<file path="src/rtl/spatz_pkg.sv">
// Shared types for the Spatz request path: decoded request, unit IDs and the
// vector-register scoreboard vector.
package spatz_pkg;

  localparam int unsigned NRVREG = 32;

  typedef logic [$clog2(NRVREG)-1:0] opreg_t;
  typedef logic [NRVREG-1:0]         vreg_sb_t;

  typedef enum logic [1:0] {
    CON = 2'd0,
    LSU = 2'd1,
    SLD = 2'd2,
    VFU = 2'd3
  } ex_unit_e;

  typedef struct packed {
    ex_unit_e   ex_unit;
    logic       use_vs1;
    logic       use_vs2;
    logic       use_vd;
    opreg_t     vs1;
    opreg_t     vs2;
    opreg_t     vd;
    logic [7:0] op;
  } spatz_req_t;

endpackage

</file>
<file path="src/rtl/spatz_scoreboard.sv">
// Per-vreg busy bits: set on dispatch of a writer, cleared on unit retire.
// Hazard lookup for the head request uses only the registered busy vector.
module spatz_scoreboard
  import spatz_pkg::*;
#(
  parameter int unsigned NrUnits = 4,
  parameter int unsigned NrVReg  = NRVREG
) (
  input  logic                      clk_i,
  input  logic                      rst_ni,
  input  logic                      set_valid_i,
  input  opreg_t                    set_vd_i,
  input  logic [NrUnits-1:0]        retire_valid_i,
  input  opreg_t [NrUnits-1:0]      retire_vd_i,
  input  spatz_req_t                head_i,
  output logic                      hazard_o,
  output logic [NrVReg-1:0]         busy_o
);

  logic [NrVReg-1:0] r_busy;
  logic [NrVReg-1:0] w_busy_d;

  // Set is applied after the clears so a same-cycle set/clear leaves the bit set.
  always_comb begin
    w_busy_d = r_busy;
    for (int u = 0; u < int'(NrUnits); u++)
      if (retire_valid_i[u]) w_busy_d[retire_vd_i[u]] = 1'b0;
    if (set_valid_i) w_busy_d[set_vd_i] = 1'b1;
  end

  always_ff @(posedge clk_i or negedge rst_ni) begin
    if (!rst_ni) r_busy <= '0;
    else         r_busy <= w_busy_d;
  end

  assign hazard_o = (head_i.use_vs1 && r_busy[head_i.vs1]) ||
                    (head_i.use_vs2 && r_busy[head_i.vs2]) ||
                    (head_i.use_vd  && r_busy[head_i.vd]);
  assign busy_o   = r_busy;

endmodule

</file>
<file path="src/rtl/spatz_req_dispatcher.sv">
// In-order decoded-request buffer dispatching the head to its execution unit.
// Optional SPATZ_REQ_BYPASS_EN: zero-latency empty-buffer bypass and full push-while-pop.
module spatz_req_dispatcher
  import spatz_pkg::*;
#(
  parameter int unsigned Depth   = 4,
  parameter int unsigned NrUnits = 4,
  parameter int unsigned NrVReg  = NRVREG
) (
  input  logic                 clk_i,
  input  logic                 rst_ni,
  input  logic                 req_valid_i,
  output logic                 req_ready_o,
  input  spatz_req_t           req_i,
  input  logic                 flush_i,
  output logic [NrUnits-1:0]   disp_valid_o,
  input  logic [NrUnits-1:0]   disp_ready_i,
  output spatz_req_t           disp_req_o,
  input  logic [NrUnits-1:0]   retire_valid_i,
  input  opreg_t [NrUnits-1:0] retire_vd_i,
  output logic [NrVReg-1:0]    busy_o,
  output logic                 empty_o
);

  localparam int unsigned PtrW = $clog2(Depth);
  localparam int unsigned CntW = $clog2(Depth + 1);

  spatz_req_t        r_mem [Depth];
  logic [PtrW-1:0]   r_rd_ptr, r_wr_ptr;
  logic [CntW-1:0]   r_cnt;

  spatz_req_t        w_head;
  logic              w_head_vld, w_hazard, w_buf_empty, w_cnt_free;
  logic              w_pop, w_push, w_push_mem, w_pop_mem;
  logic [NrUnits-1:0] w_disp_valid;

  assign w_buf_empty = (r_cnt == '0);
  assign w_cnt_free  = (r_cnt < CntW'(Depth));

`ifdef SPATZ_REQ_BYPASS_EN
  // An empty buffer exposes req_i directly; a bypassed request never lands in r_mem.
  assign w_head      = w_buf_empty ? req_i : r_mem[r_rd_ptr];
  assign w_head_vld  = w_buf_empty ? req_valid_i : 1'b1;
  assign req_ready_o = w_cnt_free || w_pop;
  assign w_push_mem  = w_push && !(w_buf_empty && w_pop);
  assign w_pop_mem   = w_pop && !w_buf_empty;
`else
  assign w_head      = r_mem[r_rd_ptr];
  assign w_head_vld  = !w_buf_empty;
  assign req_ready_o = w_cnt_free;
  assign w_push_mem  = w_push;
  assign w_pop_mem   = w_pop;
`endif

  always_comb begin
    w_disp_valid = '0;
    if (w_head_vld && !w_hazard && !flush_i) w_disp_valid[w_head.ex_unit] = 1'b1;
  end

  assign w_pop        = |(w_disp_valid & disp_ready_i);
  assign w_push       = req_valid_i && req_ready_o && !flush_i;
  assign disp_valid_o = w_disp_valid;
  assign disp_req_o   = w_head;
  assign empty_o      = w_buf_empty && (busy_o == '0);

  always_ff @(posedge clk_i) begin
    if (w_push_mem) r_mem[r_wr_ptr] <= req_i;
  end

  always_ff @(posedge clk_i or negedge rst_ni) begin
    if (!rst_ni) begin
      r_rd_ptr <= '0;
      r_wr_ptr <= '0;
      r_cnt    <= '0;
    end else if (flush_i) begin
      r_rd_ptr <= '0;
      r_wr_ptr <= '0;
      r_cnt    <= '0;
    end else begin
      if (w_push_mem) r_wr_ptr <= r_wr_ptr + PtrW'(1);
      if (w_pop_mem)  r_rd_ptr <= r_rd_ptr + PtrW'(1);
      r_cnt <= r_cnt + CntW'(w_push_mem) - CntW'(w_pop_mem);
    end
  end

  spatz_scoreboard #(
    .NrUnits (NrUnits),
    .NrVReg  (NrVReg)
  ) i_sb (
    .clk_i          (clk_i),
    .rst_ni         (rst_ni),
    .set_valid_i    (w_pop && w_head.use_vd),
    .set_vd_i       (w_head.vd),
    .retire_valid_i (retire_valid_i),
    .retire_vd_i    (retire_vd_i),
    .head_i         (w_head),
    .hazard_o       (w_hazard),
    .busy_o         (busy_o)
  );

endmodule

</file>
<file path="config.mk">
export PLATFORM = sky130hd
export DESIGN_NAME = spatz_req_dispatcher
export DESIGN_NICKNAME = d
export VERILOG_FILES = /design/src/rtl/spatz_pkg.sv /design/src/rtl/spatz_scoreboard.sv /design/src/rtl/spatz_req_dispatcher.sv
export SDC_FILE = /design/constraint.sdc
export NUM_CORES = 1
export LEC_CHECK = 0
export ABC_AREA = 1
export CELL_PAD_IN_SITES_DETAIL_PLACEMENT = 1
export CELL_PAD_IN_SITES_GLOBAL_PLACEMENT = 1
export CORE_MARGIN = 8
export CORE_UTILIZATION = 41
export DETAILED_ROUTE_END_ITERATION = 12
export PLACE_DENSITY = 0.82
export SKIP_CTS_REPAIR_TIMING = 1
export SYNTH_ARGS = -nofsm -noshare
export SYNTH_HDL_FRONTEND = slang
export SYNTH_HIERARCHICAL = 1
export SYNTH_SLANG_ARGS = --single-unit
export TNS_END_PERCENT = 1
</file>
<file path="constraint.sdc">
create_clock -name clk_i -period 4.1 [get_ports clk_i]
set_input_delay 0.82 -clock clk_i [delete_from_list [all_inputs] [get_ports clk_i]]
set_output_delay 0.82 -clock clk_i [all_outputs]
set_load 0.01 [all_outputs]
</file>
==> summary.md <==
| Metric | Value |
|---|---|
| I/O Pins | 126 |
| Post-Syn Instances | 889 |
| Total power | 4.80 mW |
| Final HPWL DP | 20800 um |
| Path category of the worst min-delay check | in2async |
| Width of the die | 156 um |
| Synth Warn # | 6 |
| Total Wirelength | 29100 um |
| Post-layout min period | 4.38 ns |
| Vias | 7681 |
| VDD IR max | 382 uV |
| Routed Antenna Nets | 0 |
| Die H | 156 um |
| #FFs+latches synth | 151 |
| Pin count of the biggest net entering global routing | 29 |
| Worst hold margin | 0.343 ns |
| Die area | 0.0242 mm^2 |
| Drt wl/cell | 22.1 um |
| Final net count | 1105 |
| Most used routing layer | met2 |
| Relative slew margins | 49.7% |
| # clock sinks | 151 |
| Hold Fails Final Rpt | 0 |
| Met3 GRT Util | 4.82% |
| Asr flop ratio synth | 25.8% |
| CTS buffer count | 17 |
| Post-synthesis net count | 955 |
| Switching share of power | 35.0% |
| Commonest cells in the netlist | nand2_1, edfxtp_1, nand3_1 |
| Clock share of power | 30.6% |
| Startpoint types | flip-flop |
| Max Fclk | 228 MHz |
| # fillers | 2223 |
| Vias in the first global route | 8078 |
| Max clock buf depth | 2 |
| Top-area cell type share of the netlist area | 42.1% |
| Antenna violations before repair | 0 |
| Worst-path clk slew | 0.07 ns |
| Yosys top cell by area | edfxtp_1 |
| Detailed-router iteration count before antenna repair | 5 |
| Sw power | 1.68 mW |
| CP required | 3.28 ns |
| Max-cap viol count | 0 |
| P per Cell Area | 465 mW/mm^2 |
| Count leader, synth | nand2_1 |
| Sequential group share of total power | 38.3% |
| Global placement routability congestion | 0.924 |
| Clk_lat worst skew | 0.44 ns |
| Worst slew pin tran | 0.752 ns |
| GRT Util Overall | 24.2% |
| Seq/Total Area, Yosys | 54.3% |
| Final count of negative-setup-slack endpoints | 1 |
| Final Worst Setup Slack | -0.283 ns |
| Status | finished, violations left |
| Main synth FF type | edfxtp_1 |
| RSZ-0062 raised after global routing | true |
| Period utilization | 107% |
| Critical Path AT | 3.56 ns |
| Core Util, Final | 53.4% |
| Failing checks | negative setup slack |
| Top cells by area, synth | edfxtp_1, dfrtp_1, nand2_1 |
| H-tree levels | 4 |
| Port buffer count | 125 |
| Pint | 3.12 mW |
| Ant. Diodes | 0 |
| Met1 usage | 28.9% |
| Final non-filler cell area | 0.0103 mm^2 |
| CP Class | reg2out |
| Leakage | 3.86 nW |
| Comb pwr share | 31.1% |
| Max Fanout on Critical Path | 16 |
| Mapped Avg Cell Area | 9.00 um^2 |
| Endpoint type of the worst setup path | output port |
| Initial Util | 41.4% |
| M2 GR Usage | 40.8% |
| CTS tree | built |
| Core area | 0.0193 mm^2 |
| Global route overflow | 0 |
| Vias per cell | 5.83 |
| Global-route wire length before repair | 45200 um |
| Setup TNS | -0.283 ns |
| Synth cell types | 31 |
| Initial DRC Count | 600 |
| Fin. max-slew vios | 0 |
| Number of flops mapped to enable cells by yosys | 112 |
| Placed instance area | 0.00967 mm^2 |
| Residual DRC count | 0 |
| Final setup skew | 0.00844 ns |
| Placement Rows | 51 |
| Mapped Area | 0.00800 mm^2 |
| Root Buffer | clkbuf_16 |
| Area Overhead vs Synth | 29.1% |
| Share of cells above drive strength 1 | 10.9% |
[placed cells by master (no fill, tap or decap), types with 27 or more instances in the layout]
master             n
buf_4             28
clkdlybuf4s50_1  121
dfrtp_1           37
edfxtp_1         112
inv_1             62
nand2_1          196
nand3_1          111
nor2_1            74
nor3_1            29
o21ai_0           79
o22ai_1           27
[stage by stage]
step	instances	worst slack, ns
floorplan	889	0.177
global placement	1282	0.163
detailed placement	1282	0.0242
CTS	1314	-0.464
global route	1317	-0.426
finish	1317	-0.283
[critical path: stages, from the launching register on]
cell             delay, ns
dfrtp_2               0.43
inv_4                 0.10
o21ai_0               0.33
o22ai_2               0.19
buf_6                 0.21
nand2_1               0.09
nand3_1               0.11
nand3_1               0.13
nand2_1               0.10
nand2_1               0.07
nand3_1               0.07
nand3_1               0.11
nand3_1               0.10
inv_1                 0.10
nand3_1               0.12
nor2_2                0.16
inv_1                 0.07
nor2_1                0.08
clkdlybuf4s50_1       0.54
[registers in the layout, summed over array words and instances, names as in the netlist]
| register | flops |
|---|---|
| i_sb/busy_o | 32 |
| r_cnt | 3 |
| r_mem | 112 |
| r_wr_ptr | 2 |
| r_rd_ptr | 2 |
[power groups by stage]
stage	registers, mW	logic [mW]	clock network [mW]
2_1_floorplan	1.84	0.757	0
3_3_place_gp	1.86	1.40	0
3_5_place_dp	1.86	1.43	0
4_1_cts	1.84	1.45	1.49
5_1_grt	1.85	1.62	1.54
6_report	1.84	1.49	1.47
[kinds of logic (layout without fill, tap and decap cells)]
logic type               count (synthesis)  after routing  share of synthesized area (%)
AND/OR/NAND/NOR                        455            455                           25.9
flip-flops                             151            151                           54.3
adder cells (fa/ha/maj)                  6              6                           1.03
AO/OA/AOI/OAI                          172            172                           12.9
buffers and inverters                  103            266                           5.65
XOR/XNOR                                 2              2                          0.219
[routing by layer]
layer	vias to the layer above	routed length, um
met3	75	2130
met5	-	0
met4	0	981
li1	3480	-
met1	3789	11600
met2	337	14400
[cell type report]
type                       count  area (um^2)  area share, %
multi-input combinational    635         3260           31.6
timing repair buffer         161         1560           15.1
clock inverter                14          114           1.10
clock buffer                  18          429           4.16
inverter                      73          282           2.73
sequential                   151         4340           42.1
tap                          265          332           3.21
[final timing paths]
kind,start,endpoint,slack (ns),cells after the start
setup / recovery,r_rd_ptr[0],disp_valid_o[3],-0.28,18
hold / removal,rst_ni,i_sb/busy_o[4],0.34,1
setup reg to reg,r_rd_ptr[0],r_cnt[2],0.16,27
hold reg to reg,r_wr_ptr[1],r_wr_ptr[1],0.65,2
max in group asynchronous,rst_ni,r_rd_ptr[1],3.06,2
min in group clk_i,r_wr_ptr[1],r_wr_ptr[1],0.65,2
Note: power is estimated with default switching activity, not from simulation.
